**src/rtl/cache_fill_ctrl_if.sv**
```systemverilog
// Cache-side and memory-side signal bundle for the shared cache fill engine.
// The slave modport is the fill controller's view; master is the environment's view.
interface cache_fill_ctrl_if #(
    parameter int unsigned ADDR_W          = 16,
    parameter int unsigned DATA_W          = 16,
    parameter int unsigned WORDS_PER_BLOCK = 8,
    parameter int unsigned NUM_PORTS       = 2
);
    localparam int unsigned WN_W = $clog2(WORDS_PER_BLOCK);

    logic [NUM_PORTS-1:0]        miss;
    logic [NUM_PORTS*ADDR_W-1:0] miss_addr;
    logic [NUM_PORTS-1:0]        grant;
    logic                        busy;
    logic [NUM_PORTS-1:0]        write_data_array;
    logic [NUM_PORTS-1:0]        write_tag_array;
    logic [WN_W-1:0]             word_num;
    logic [DATA_W-1:0]           fill_data;
    logic                        mem_en;
    logic [ADDR_W-1:0]           mem_addr;
    logic [DATA_W-1:0]           mem_data;
    logic                        mem_data_valid;

    modport slave (
        input  miss, miss_addr, mem_data, mem_data_valid,
        output grant, busy, write_data_array, write_tag_array,
               word_num, fill_data, mem_en, mem_addr
    );

    modport master (
        output miss, miss_addr, mem_data, mem_data_valid,
        input  grant, busy, write_data_array, write_tag_array,
               word_num, fill_data, mem_en, mem_addr
    );
endinterface

```
**src/rtl/cache_fill_ctrl.sv**
```systemverilog
// Shared block-fill engine for NUM_PORTS caches in front of a pipelined memory.
// Optional feature: define CACHE_FILL_CWF_EN for critical-word-first fill order.
module cache_fill_ctrl #(
    parameter int unsigned ADDR_W          = 16,
    parameter int unsigned DATA_W          = 16,
    parameter int unsigned WORDS_PER_BLOCK = 8,
    parameter int unsigned NUM_PORTS       = 2
) (
    input  logic              clk,
    input  logic              rst,
    cache_fill_ctrl_if.slave  bus
);
    localparam int unsigned WN_W  = $clog2(WORDS_PER_BLOCK);
    localparam int unsigned OFF_W = WN_W + 1;

    typedef enum logic {ST_IDLE, ST_FILL} state_t;

    state_t               r_state,     w_state_nxt;
    logic [NUM_PORTS-1:0] r_grant,     w_grant_nxt;
    logic                 r_busy,      w_busy_nxt;
    logic [ADDR_W-1:0]    r_base,      w_base_nxt;
    logic [WN_W-1:0]      r_start,     w_start_nxt;
    logic [OFF_W-1:0]     r_issue_cnt, w_issue_cnt_nxt;
    logic [WN_W-1:0]      r_ret_cnt,   w_ret_cnt_nxt;

    logic                 w_any_miss;
    logic [NUM_PORTS-1:0] w_sel_grant;
    logic [ADDR_W-1:0]    w_sel_addr;
    logic [WN_W-1:0]      w_sel_start;
    logic [WN_W-1:0]      w_issue_word;
    logic [WN_W-1:0]      w_ret_word;
    logic                 w_issuing;
    logic                 w_ret_valid;
    logic                 w_ret_last;

    // Fixed-priority arbiter: lowest-index pending miss wins.
    always_comb begin
        w_any_miss  = |bus.miss;
        w_sel_grant = '0;
        w_sel_addr  = '0;
        for (int i = int'(NUM_PORTS) - 1; i >= 0; i--) begin
            if (bus.miss[i]) begin
                w_sel_grant    = '0;
                w_sel_grant[i] = 1'b1;
                w_sel_addr     = bus.miss_addr[i*ADDR_W +: ADDR_W];
            end
        end
    end

`ifdef CACHE_FILL_CWF_EN
    assign w_sel_start = w_sel_addr[OFF_W-1:1];
`else
    assign w_sel_start = '0;
`endif

    // Word indices wrap within the block, so the offset never reaches the tag bits.
    assign w_issue_word = r_start + r_issue_cnt[WN_W-1:0];
    assign w_ret_word   = r_start + r_ret_cnt;
    assign w_issuing    = (r_state == ST_FILL) && (r_issue_cnt != OFF_W'(WORDS_PER_BLOCK)) && !rst;
    assign w_ret_valid  = (r_state == ST_FILL) && bus.mem_data_valid && !rst;
    assign w_ret_last   = w_ret_valid && (r_ret_cnt == WN_W'(WORDS_PER_BLOCK - 1));

    // State and fill-context registers.
    always_ff @(posedge clk) begin
        if (rst) begin
            r_state     <= ST_IDLE;
            r_grant     <= '0;
            r_busy      <= 1'b0;
            r_base      <= '0;
            r_start     <= '0;
            r_issue_cnt <= '0;
            r_ret_cnt   <= '0;
        end else begin
            r_state     <= w_state_nxt;
            r_grant     <= w_grant_nxt;
            r_busy      <= w_busy_nxt;
            r_base      <= w_base_nxt;
            r_start     <= w_start_nxt;
            r_issue_cnt <= w_issue_cnt_nxt;
            r_ret_cnt   <= w_ret_cnt_nxt;
        end
    end

    // Next-state logic: latch the winner in IDLE, count issues and returns in FILL.
    always_comb begin
        w_state_nxt     = r_state;
        w_grant_nxt     = r_grant;
        w_busy_nxt      = r_busy;
        w_base_nxt      = r_base;
        w_start_nxt     = r_start;
        w_issue_cnt_nxt = r_issue_cnt;
        w_ret_cnt_nxt   = r_ret_cnt;
        case (r_state)
            ST_IDLE: begin
                if (w_any_miss) begin
                    w_state_nxt     = ST_FILL;
                    w_grant_nxt     = w_sel_grant;
                    w_busy_nxt      = 1'b1;
                    w_base_nxt      = {w_sel_addr[ADDR_W-1:OFF_W], OFF_W'(0)};
                    w_start_nxt     = w_sel_start;
                    w_issue_cnt_nxt = '0;
                    w_ret_cnt_nxt   = '0;
                end
            end
            ST_FILL: begin
                if (w_issuing) begin
                    w_issue_cnt_nxt = r_issue_cnt + OFF_W'(1);
                end
                if (w_ret_valid) begin
                    w_ret_cnt_nxt = r_ret_cnt + WN_W'(1);
                end
                // Last return writes the tag; the following IDLE cycle lets the cache drop miss.
                if (w_ret_last) begin
                    w_state_nxt     = ST_IDLE;
                    w_grant_nxt     = '0;
                    w_busy_nxt      = 1'b0;
                    w_issue_cnt_nxt = '0;
                    w_ret_cnt_nxt   = '0;
                end
            end
            default: begin
                w_state_nxt = ST_IDLE;
            end
        endcase
    end

    assign bus.grant            = r_grant;
    assign bus.busy             = r_busy;
    assign bus.write_data_array = w_ret_valid ? r_grant : '0;
    assign bus.write_tag_array  = w_ret_last  ? r_grant : '0;
    assign bus.word_num         = w_ret_valid ? w_ret_word : '0;
    assign bus.fill_data        = bus.mem_data;
    assign bus.mem_en           = w_issuing;
    assign bus.mem_addr         = w_issuing ? (r_base + ADDR_W'({w_issue_word, 1'b0})) : '0;
endmodule

```
**src/flat_wrapper.sv**
```systemverilog
// flat-port wrapper written by rule: the top's interface ports become plain ports
module cache_fill_ctrl_flat 
#(
    parameter int unsigned ADDR_W          = 16,
    parameter int unsigned DATA_W          = 16,
    parameter int unsigned WORDS_PER_BLOCK = 8,
    parameter int unsigned NUM_PORTS       = 2
)
  (clk, rst, bus_miss, bus_miss_addr, bus_mem_data, bus_mem_data_valid, bus_grant, bus_busy, bus_write_data_array, bus_write_tag_array, bus_word_num, bus_fill_data, bus_mem_en, bus_mem_addr);
  cache_fill_ctrl_if #(.ADDR_W(ADDR_W), .DATA_W(DATA_W), .WORDS_PER_BLOCK(WORDS_PER_BLOCK), .NUM_PORTS(NUM_PORTS)) bus_i ();
  input  logic clk;
  input  logic rst;
  input wire logic [$bits(bus_i.miss)-1:0] bus_miss;
  input wire logic [$bits(bus_i.miss_addr)-1:0] bus_miss_addr;
  input wire logic [$bits(bus_i.mem_data)-1:0] bus_mem_data;
  input wire logic [$bits(bus_i.mem_data_valid)-1:0] bus_mem_data_valid;
  output wire logic [$bits(bus_i.grant)-1:0] bus_grant;
  output wire logic [$bits(bus_i.busy)-1:0] bus_busy;
  output wire logic [$bits(bus_i.write_data_array)-1:0] bus_write_data_array;
  output wire logic [$bits(bus_i.write_tag_array)-1:0] bus_write_tag_array;
  output wire logic [$bits(bus_i.word_num)-1:0] bus_word_num;
  output wire logic [$bits(bus_i.fill_data)-1:0] bus_fill_data;
  output wire logic [$bits(bus_i.mem_en)-1:0] bus_mem_en;
  output wire logic [$bits(bus_i.mem_addr)-1:0] bus_mem_addr;
  assign bus_i.miss = bus_miss;
  assign bus_i.miss_addr = bus_miss_addr;
  assign bus_i.mem_data = bus_mem_data;
  assign bus_i.mem_data_valid = bus_mem_data_valid;
  assign bus_grant = bus_i.grant;
  assign bus_busy = bus_i.busy;
  assign bus_write_data_array = bus_i.write_data_array;
  assign bus_write_tag_array = bus_i.write_tag_array;
  assign bus_word_num = bus_i.word_num;
  assign bus_fill_data = bus_i.fill_data;
  assign bus_mem_en = bus_i.mem_en;
  assign bus_mem_addr = bus_i.mem_addr;
  cache_fill_ctrl #(.ADDR_W(ADDR_W), .DATA_W(DATA_W), .WORDS_PER_BLOCK(WORDS_PER_BLOCK), .NUM_PORTS(NUM_PORTS)) u_core (.clk(clk), .rst(rst), .bus(bus_i));
endmodule
```
**config.mk**
```make
export PLATFORM = sky130hd
export DESIGN_NAME = cache_fill_ctrl_flat
export DESIGN_NICKNAME = d
export VERILOG_FILES = /design/src/rtl/cache_fill_ctrl_if.sv /design/src/rtl/cache_fill_ctrl.sv /design/src/flat_wrapper.sv
export SDC_FILE = /design/constraint.sdc
export NUM_CORES = 1
export LEC_CHECK = 0
export CAP_MARGIN = 20
export CELL_PAD_IN_SITES_DETAIL_PLACEMENT = 2
export CELL_PAD_IN_SITES_GLOBAL_PLACEMENT = 2
export CORE_MARGIN = 2
export CORE_UTILIZATION = 18
export DETAILED_ROUTE_END_ITERATION = 6
export GPL_TIMING_DRIVEN = 0
export PLACE_DENSITY = 0.87
export SKIP_LAST_GASP = 1
export SYNTH_ARGS = -nofsm -noshare
export SYNTH_HDL_FRONTEND = slang
export SYNTH_SLANG_ARGS = --single-unit
```
**constraint.sdc**
```tcl
create_clock -name clk -period 4.2 [get_ports clk]
set_input_delay 0.84 -clock clk [delete_from_list [all_inputs] [get_ports clk]]
set_output_delay 0.84 -clock clk [all_outputs]
set_load 0.005 [all_outputs]
```
==> flow_summary.json, run 1 <==
{
  "maxSlewViolCount": 0,
  "worstPathCellList": "clkdlybuf4s50_1, and3b_1, clkbuf_1, and3_1, clkdlybuf4s50_1",
  "numCtsBuffers": 3,
  "initial_core_util_pct": 18.3,
  "drtIter0Drc": 44,
  "dp_slack_ns": 0.740,
  "grt_overflow_total": 0,
  "holdPathStages": 2,
  "fin_crit_sh_pct": 82.4,
  "num_antenna_cells": 0,
  "worstSetupPathType": "in2out",
  "tightest_slew_ns": 0.517,
  "ios": 96,
  "hold_path.startpoint": "u_core.r_ret_cnt[2]$_SDFFE_PP0P_",
  "cpMostUsedCell": "clkdlybuf4s50_1",
  "whs_ns": 0.485,
  "drt_wl_total_um": 4710,
  "cp.arrival_ns": 2.62,
  "grtUsageMet2_pct": 22.2,
  "cp-startpoint": "bus_mem_data_valid",
  "grtUsageMet1_pct": 14.2,
  "synth_cell_types": 31,
  "dieHeight_um": 89.5,
  "vias": 1452,
  "outcome": "finished, final reports clean",
  "synth_cells": 163,
  "yosys.area_share.simple_pct": 24.4,
  "layout.cells.non_filler": 335,
  "gr-usage-all-layers_pct": 11.8,
  "dp_hpwl_um": 3790,
  "maxCapViolCount": 0,
  "synth_top_family_by_area": "simple AND/OR/NAND/NOR gates",
  "dieArea_mm2": 0.00801,
  "vias_per_cell": 4.33,
  "synthMostInstantiatedCell": "dfxtp_1",
  "rrSetupSlack_ns": 2.42,
  "cts.clk_slew.worst_paths_ns": 0.08,
  "final.setup.worst_slack_ns": 0.741,
  "row_count": 31,
  "min_path_type": "reg2reg",
  "yosysSeqAreaShare_pct": 35.0,
  "io_buffers": 69,
  "dp_cells": 331,
  "avgSynthCellArea_um2": 8.08,
  "synth-edff-count": 0,
  "ir_worst_vdd_mv": 0.0693,
  "rr_worst_depth": 6,
  "core_area_mm2": 0.00718,
  "power_leakage_nw": 0.882,
  "relSlewSlack_pct": 65.5,
  "synthArstFlopShare_pct": 0,
  "ys_top_cells_by_count": "dfxtp_1, nor2_1, buf_4, and3_1",
  "cts_root_buffer": "clkbuf_8",
  "cpMaxStageDelayCell": "clkdlybuf4s50_1",
  "grt_pass1_wl_um": 7410,
  "rsz0062_at_grt": "false",
  "cts_setup_buffers": 0,
  "antenna_left": 0,
  "cts_tree": "yes",
  "fill_cells": 845,
  "dominantRegCellSynth": "dfxtp_1",
  "wl_per_cell_um": 14.0,
  "gp_congestion": 0.692,
  "finClkSkew_ns": 0.00533,
  "synthToLayoutAreaGrowth_pct": 65.4,
  "powerDensity_mw_per_mm2": 244,
  "setup_viol": 0,
  "cts-resized-gates": 0,
  "yosys.area.top_type_share_pct": 35.0,
  "synthesis.nets": 220,
  "ys_ff_latch": 23,
  "die_w_um": 89.5,
  "drt-pass1-iter-count": 4,
  "clock-sinks": 23,
  "ys_warn_count": 0,
  "synthMuxAreaShare_pct": 0,
  "cts_buffer_depth": 2,
  "grt_busiest_layer": "met2",
  "postCtsHoldBufs": 0,
  "antenna_found_initial": 0,
  "fin_setup_tns_ns": 0,
  "ctsHtreeMaxLevel": 1,
  "layout_min_cycle_time_ns": 3.46,
  "cp-start-kind": "input pin",
  "clk_latency_ns": 0.26,
  "drive_gt1_share_pct": 10.6,
  "worst_ep_required_time_ns": 3.36,
  "max_stage_delay_ns": 0.50,
  "finalHoldViolCount": 0,
  "grt_pass1_vias": 1552,
  "grt_max_degree": 14,
  "nNetsFinal": 294,
  "rr_startpoint": "u_core.r_issue_cnt[0]$_SDFFE_PP0P_",
  "synth-adder-area-share_pct": 3.80,
  "worstPathMaxFanout": 10,
  "drc": 0,
  "synth_compound_area_share_pct": 21.8,
  "reg2reg_to": "u_core.r_issue_cnt[3]$_SDFFE_PP0P_",
  "synth_top_cells_by_area": "dfxtp_1, buf_4, and3_1, a211oi_1, nor2_1",
  "end_kind": "primary output",
  "grt_use_met3_pct": 0.831,
  "yosys.area_share.xor_xnor_pct": 0,
  "min_to": "u_core.r_ret_cnt[2]$_SDFFE_PP0P_",
  "syn_area_mm2": 0.00132,
  "synth_top_area_cell": "dfxtp_1",
  "fmax_ghz": 0.289
}
layout make-up:
class / instances / area, µm² / share of cell area (%)
Tap cell: 99 / 124 / 5.69
Clock inverter: 1 / 5.00 / 0.230
Clock buffer: 3 / 41.3 / 1.90
Sequential cell: 23 / 460 / 21.1
Buffer: 28 / 175 / 8.05
Inverter: 5 / 18.8 / 0.862
Timing Repair Buffer: 69 / 691 / 31.7
Multi-Input combinational cell: 107 / 662 / 30.4
cell families after synthesis:
group / Yosys count
simple gates: 62
compound gates: 40
buf+inv: 33
flops: 23
fa+ha+maj: 4
other cells: 1
layer usage:
layer | routed length [µm] | vias to the layer above
li1 | - | 702
met3 | 170 | 2
met5 | 0 | -
met2 | 2560 | 40
met4 | 41 | 0
met1 | 1940 | 708
cell usage in the layout, fill, tap and decap left out:
cell type        instances
and2b_1                  1
o32ai_2                  1
inv_1                    5
nor3_1                   2
and3_1                  16
and2_1                   6
clkdlybuf4s50_1         69
o22ai_1                 12
a22oi_1                  2
nand2b_1                 3
nand3_1                  2
o21a_1                   2
nor2_1                  22
a21oi_1                  5
or2_0                    1
and3b_1                  1
a2bb2oi_1                1
o21ba_1                  1
a21boi_0                 1
a221o_1                  1
a211oi_1                12
o32ai_1                  1
clkinv_2                 1
o21ai_0                  1
buf_2                    2
conb_1                   1
or3_1                    1
clkbuf_8                 3
buf_4                   18
nand2_1                  5
clkbuf_1                 8
nand3b_1                 2
dfxtp_1                 23
ha_1                     4
worst max-delay path, delay by kind of cell:
kind                   cells  cell delay [ns]
AND/OR/NAND/NOR            2             0.44
buffers and inverters      3             1.34
flip-flops by register name, summed over array words and instances, names as in the netlist:
name	flops
u_core.bus.busy	1
u_core.bus.grant	2
u_core.r_base	12
u_core.r_issue_cnt	4
u_core.r_ret_cnt	3
u_core.r_state	1
worst max path at each step:
stage / cells past startpoint / slack (ns) / endpoint
2_1_floorplan: 4 / 1.73 / bus_write_tag_array[0]
3_3_place_gp: 5 / 0.74 / bus_write_tag_array[1]
3_5_place_dp: 5 / 0.74 / bus_word_num[0]
4_1_cts: 5 / 0.72 / bus_write_tag_array[0]
5_1_grt: 5 / 0.64 / bus_write_tag_array[0]
6_report: 5 / 0.74 / bus_write_tag_array[0]
power breakdown:
group	leakage (nW)	internal, W	switching [W]	total (W)
clock network	0.0255	0.0000661	0.0000709	0.000137
logic	0.667	0.0000855	0.0000609	0.000146
registers	0.190	0.000235	0.0000124	0.000248
total	0.882	0.000387	0.000144	0.000531
per-stage QoR:
| stage | total power [W] | utilization (%) | cell area [µm²] |
|---|---|---|---|
| after floorplan | 0.000321 | - | 1320 |
| after CTS | 0.000541 | 30.3 | 2180 |
| after global routing | 0.000570 | 30.3 | 2180 |
| final | 0.000531 | 30.3 | 2180 |
| after detailed placement | 0.000401 | 29.7 | 2130 |
| after global placement | 0.000393 | 29.7 | 2130 |
(Power assumes the default switching activity.)
==> run 2: changes to the inputs <==
--- a/config.mk
+++ b/config.mk
@@ -9,10 +9,10 @@
 export CELL_PAD_IN_SITES_DETAIL_PLACEMENT = 2
 export CELL_PAD_IN_SITES_GLOBAL_PLACEMENT = 2
 export CORE_MARGIN = 2
-export CORE_UTILIZATION = 18
+export CORE_UTILIZATION = 17
 export DETAILED_ROUTE_END_ITERATION = 6
 export GPL_TIMING_DRIVEN = 0
-export PLACE_DENSITY = 0.87
+export PLACE_DENSITY = 0.83
 export SKIP_LAST_GASP = 1
 export SYNTH_ARGS = -nofsm -noshare
 export SYNTH_HDL_FRONTEND = slang
==> constraint.sdc (replaced) <==
create_clock -name clk -period 3.5 [get_ports clk]
set_input_delay 0.7 -clock clk [delete_from_list [all_inputs] [get_ports clk]]
set_output_delay 0.7 -clock clk [all_outputs]
set_load 0.005 [all_outputs]
==> flow_summary.json, run 2 (same netlist as run 1, synthesis figures left out) <==
{
  "drt-pass1-iter-count": 4,
  "min_path_type": "reg2reg",
  "drt_wl_total_um": 4840,
  "cts-resized-gates": 0,
  "ir_worst_vdd_mv": 0.129,
  "rr_worst_depth": 6,
  "vias_per_cell": 4.27,
  "grt_overflow_total": 0,
  "fin_crit_sh_pct": 88.6,
  "critical_path_buf_inv_count": 3,
  "grt_pass1_wl_um": 7740,
  "antenna_left": 0,
  "stdcell_area_mm2": 0.00218,
  "cpMostUsedCell": "clkdlybuf4s50_1",
  "cts_tree": "yes",
  "antenna_found_initial": 0,
  "min_to": "u_core.r_ret_cnt[2]$_SDFFE_PP0P_",
  "drive_gt1_share_pct": 10.6,
  "cts_setup_buffers": 0,
  "largestRegisters": "u_core.r_base (12), u_core.r_issue_cnt (4), u_core.r_ret_cnt (3)",
  "cpMaxStageDelayCell": "clkdlybuf4s50_1",
  "drtIter0Drc": 36,
  "powerDensity_mw_per_mm2": 295,
  "fill_cells": 891,
  "numCtsBuffers": 3,
  "postCtsHoldBufs": 0,
  "final_common_cell": "clkdlybuf4s50_1",
  "cp-startpoint": "bus_mem_data_valid",
  "wl_per_cell_um": 14.3,
  "max_stage_delay_ns": 0.51,
  "dp_hpwl_um": 3870,
  "reg2reg_to": "u_core.r_issue_cnt[3]$_SDFFE_PP0P_",
  "p_total_w": 0.000643,
  "cts_buffer_depth": 2,
  "gr-usage-all-layers_pct": 11.4,
  "vias": 1442,
  "fmax_ghz": 0.323,
  "synthToLayoutAreaGrowth_pct": 65.7,
  "clk_latency_ns": 0.27,
  "worstPathMaxFanout": 10,
  "grt_pass1_vias": 1597,
  "worstPathCellList": "clkdlybuf4s50_1, and3b_1, clkbuf_1, and3_1, clkdlybuf4s50_1",
  "holdPathStages": 2,
  "cts.clk_slew.worst_paths_ns": 0.08,
  "rsz0062_at_grt": "false",
  "core_area_mm2": 0.00761,
  "io_buffers": 69,
  "num_antenna_cells": 0,
  "fin_setup_tns_ns": 0,
  "top_register": "u_core.r_base",
  "cp.arrival_ns": 2.40,
  "setup_viol": 0,
  "worst_ep_required_time_ns": 2.80,
  "nNetsFinal": 294,
  "dpl_cell_area_mm2": 0.00213,
  "finalHoldViolCount": 0,
  "die_w_um": 92.0,
  "dieArea_mm2": 0.00846,
  "worstSetupPathType": "in2out",
  "rr_startpoint": "u_core.r_issue_cnt[0]$_SDFFE_PP0P_",
  "cp_top_family": "buffers and inverters",
  "grt_max_degree": 14,
  "dieHeight_um": 92.0,
  "initial_core_util_pct": 17.3,
  "hold_path.startpoint": "u_core.r_ret_cnt[2]$_SDFFE_PP0P_",
  "maxCapViolCount": 0,
  "largest_reg_flops": 12,
  "end_kind": "primary output",
  "outcome": "finished, final reports clean",
  "tightest_slew_ns": 0.564,
  "row_count": 32,
  "relSlewSlack_pct": 62.4,
  "rrSetupSlack_ns": 1.73,
  "maxSlewViolCount": 0,
  "final_cell_mix": "clkdlybuf4s50_1, dfxtp_1, nor2_1",
  "layout_min_cycle_time_ns": 3.10,
  "clock-sinks": 23,
  "ctsHtreeMaxLevel": 1,
  "cp-start-kind": "input pin",
  "gp_congestion": 0.716,
  "finClkSkew_ns": 0.00927,
  "ios": 96,
  "power_leakage_nw": 0.882,
  "cts_root_buffer": "clkbuf_8",
  "drc": 0
}
[run 2: final cells by class]
cell class,instances,area (µm²),share of cell area (%)
tap,102,128,5.85
clock inverter,1,5.00,0.229
buffer,28,175,8.03
sequential,23,460,21.1
multi-input combinational,107,662,30.4
inverter,5,18.8,0.861
clock buffer,3,41.3,1.89
timing repair buffer,69,691,31.7
[run 2: how the worst max path moves through the flow]
stage / end / cells after the start
after global placement: bus_write_tag_array[0] / 5
after floorplan: bus_write_tag_array[0] / 4
after global routing: bus_write_tag_array[1] / 5
after detailed placement: bus_write_tag_array[0] / 5
final: bus_write_tag_array[1] / 5
after CTS: bus_write_tag_array[0] / 5
[run 2: power breakdown]
part           internal, W  switching (W)  total, W
clock            0.0000796      0.0000897  0.000169
combinational     0.000103      0.0000741  0.000177
sequential        0.000282      0.0000145  0.000297
[run 2: tightest hold or removal path, stage by stage, from the launching register on]
cell and delay, ns:
dfxtp_1 0.33, nand2_1 0.06, a21oi_1 0.05
[run 2: through the flow]
| stage | hold WS [ns] | cells | setup WS, ns | utilization [%] |
|---|---|---|---|---|
| floorplan | 0.445 | 163 | 1.31 | - |
| global placement | 0.461 | 334 | 0.372 | 28.1 |
| detailed placement | 0.477 | 334 | 0.357 | 28.1 |
| CTS | 0.489 | 338 | 0.366 | 28.7 |
| global route | 0.500 | 338 | 0.261 | 28.7 |
| finish | 0.481 | 338 | 0.400 | 28.7 |
[run 2: metal layers]
| layer | share of wire, % | GRT usage [%] | up-vias |
|---|---|---|---|
| met5 | 0 | 0 | - |
| met4 | 0.39 | 1.49 | 0 |
| met3 | 6.6 | 3.62 | 2 |
| met2 | 50 | 20.5 | 51 |
| met1 | 43 | 13.6 | 682 |
| li1 | - | - | 707 |
==> run 3: changes to the inputs <==
--- a/config.mk
+++ b/config.mk
@@ -9,10 +9,12 @@
 export CELL_PAD_IN_SITES_DETAIL_PLACEMENT = 2
 export CELL_PAD_IN_SITES_GLOBAL_PLACEMENT = 2
 export CORE_MARGIN = 2
-export CORE_UTILIZATION = 17
+export CORE_UTILIZATION = 18
+export CTS_BUF_LIST = sky130_fd_sc_hd__clkbuf_4
 export DETAILED_ROUTE_END_ITERATION = 6
 export GPL_TIMING_DRIVEN = 0
-export PLACE_DENSITY = 0.83
+export MAX_ROUTING_LAYER = met4
+export PLACE_DENSITY = 0.87
 export SKIP_LAST_GASP = 1
 export SYNTH_ARGS = -nofsm -noshare
 export SYNTH_HDL_FRONTEND = slang
==> flow_summary.json, run 3 (same netlist as run 1, synthesis figures left out) <==
{
  "outcome": "finished, final reports clean",
  "final_cell_mix": "clkdlybuf4s50_1, dfxtp_1, nor2_1",
  "tightest_slew_ns": 0.525,
  "num_antenna_cells": 0,
  "largestRegisters": "u_core.r_base (12), u_core.r_issue_cnt (4), u_core.r_ret_cnt (3)",
  "drive_gt1_share_pct": 10.6,
  "setup_viol": 0,
  "final_util_pct": 30.1,
  "grt_pass1_wl_um": 7420,
  "dp_hpwl_um": 3790,
  "dieHeight_um": 89.5,
  "grt_max_degree": 14,
  "ios": 96,
  "holdPathStages": 2,
  "whs_ns": 0.490,
  "ir_worst_vdd_mv": 0.0731,
  "grt_overflow_total": 0,
  "drtIter0Drc": 49,
  "cts_setup_buffers": 0,
  "cp-start-kind": "input pin",
  "worstPathCellList": "clkdlybuf4s50_1, and3b_1, clkbuf_1, and3_1, clkdlybuf4s50_1",
  "drc": 0,
  "fin_setup_tns_ns": 0,
  "cpMaxStageDelayCell": "clkdlybuf4s50_1",
  "postCtsHoldBufs": 0,
  "layout_min_cycle_time_ns": 3.18,
  "cts_tree": "yes",
  "drt-pass1-iter-count": 4,
  "cts_buffer_depth": 2,
  "cp.arrival_ns": 2.48,
  "dieArea_mm2": 0.00801,
  "top_register": "u_core.r_base",
  "grt_pass1_vias": 1538,
  "max_stage_delay_ns": 0.50,
  "die_w_um": 89.5,
  "ctsHtreeMaxLevel": 1,
  "critical_path_buf_inv_count": 3,
  "synthToLayoutAreaGrowth_pct": 64.0,
  "core_area_mm2": 0.00718,
  "maxSlewViolCount": 0,
  "cts.clk_slew.worst_paths_ns": 0.12,
  "worstPathMaxFanout": 10,
  "nNetsFinal": 294,
  "cts-resized-gates": 0,
  "initial_core_util_pct": 18.3,
  "p_total_w": 0.000600,
  "cpMostUsedCell": "clkdlybuf4s50_1",
  "finalHoldViolCount": 0,
  "cp.depth": 5,
  "fmax_ghz": 0.314,
  "final_common_cell": "clkdlybuf4s50_1",
  "drt_wl_total_um": 4710,
  "vias_per_cell": 4.32,
  "antenna_found_initial": 0,
  "power_leakage_nw": 0.875,
  "min_path_type": "reg2reg",
  "cts_root_buffer": "clkbuf_4",
  "antenna_left": 0,
  "worstSetupPathType": "in2out",
  "numCtsBuffers": 3,
  "clk_latency_ns": 0.32,
  "relSlewSlack_pct": 65.0,
  "largest_reg_flops": 12,
  "rr_worst_depth": 6,
  "row_count": 31,
  "cp_top_family": "buffers and inverters",
  "wl_per_cell_um": 14.1,
  "finClkSkew_ns": 0.0134,
  "io_buffers": 69,
  "maxCapViolCount": 0,
  "rsz0062_at_grt": "false",
  "fin_crit_sh_pct": 91.0,
  "powerDensity_mw_per_mm2": 278,
  "gr-usage-all-layers_pct": 12.2,
  "worst_ep_required_time_ns": 2.80,
  "vias": 1448,
  "clock-sinks": 23,
  "gp_congestion": 0.699,
  "end_kind": "primary output"
}
[run 3: cell counts in the layout (fill, tap and decap cells not counted)]
Identical to the previous run, type by type.
[run 3: tightest hold or removal path, delay by kind of cell (launching register included)]
| kind | cells | cell delay [ns] |
|---|---|---|
| and+or+nand+nor | 1 | 0.06 |
| DFF | 1 | 0.35 |
| AOI/OAI and AO/OA | 1 | 0.05 |
[run 3: power breakdown]
part | internal (W) | leakage (nW) | switching, W
Clock | 0.0000427 | 0.0177 | 0.0000834
Sequential | 0.000283 | 0.190 | 0.0000152
Combinational | 0.000103 | 0.667 | 0.0000729
[run 3: final timing paths]
kind / end / from / slack [ns]
hold reg to reg: u_core.r_ret_cnt[2]$_SDFFE_PP0P_ / u_core.r_ret_cnt[2]$_SDFFE_PP0P_ / 0.49
setup / recovery: bus_write_tag_array[0] / bus_mem_data_valid / 0.32
setup reg to reg: u_core.r_issue_cnt[3]$_SDFFE_PP0P_ / u_core.r_issue_cnt[0]$_SDFFE_PP0P_ / 1.71
hold / removal: u_core.r_ret_cnt[2]$_SDFFE_PP0P_ / u_core.r_ret_cnt[2]$_SDFFE_PP0P_ / 0.49
[run 3: layout make-up]
cell class,instances,area (µm²)
fill,850,5020
multi-input combinational,107,662
clock buffer,3,22.5
clock inverter,1,5.00
inverter,5,18.8
sequential,23,460
tap,99,124
buffer,28,175
timing repair buffer,69,691
[run 3: routing by layer]
metal	track usage (%)	routed length [µm]	up-vias
li1	-	-	705
met1	14.7	1980	701
met2	21.8	2530	40
met3	0.646	151	2
met4	3.80	40	0
met5	-	0	-
[run 3: per-stage QoR]
step	std cells	area (µm²)	setup slack, ns
2_1_floorplan	163	1320	1.31
4_1_cts	335	2160	0.297
3_3_place_gp	331	2130	0.322
6_report	335	2160	0.317
3_5_place_dp	331	2130	0.320
5_1_grt	335	2160	0.228
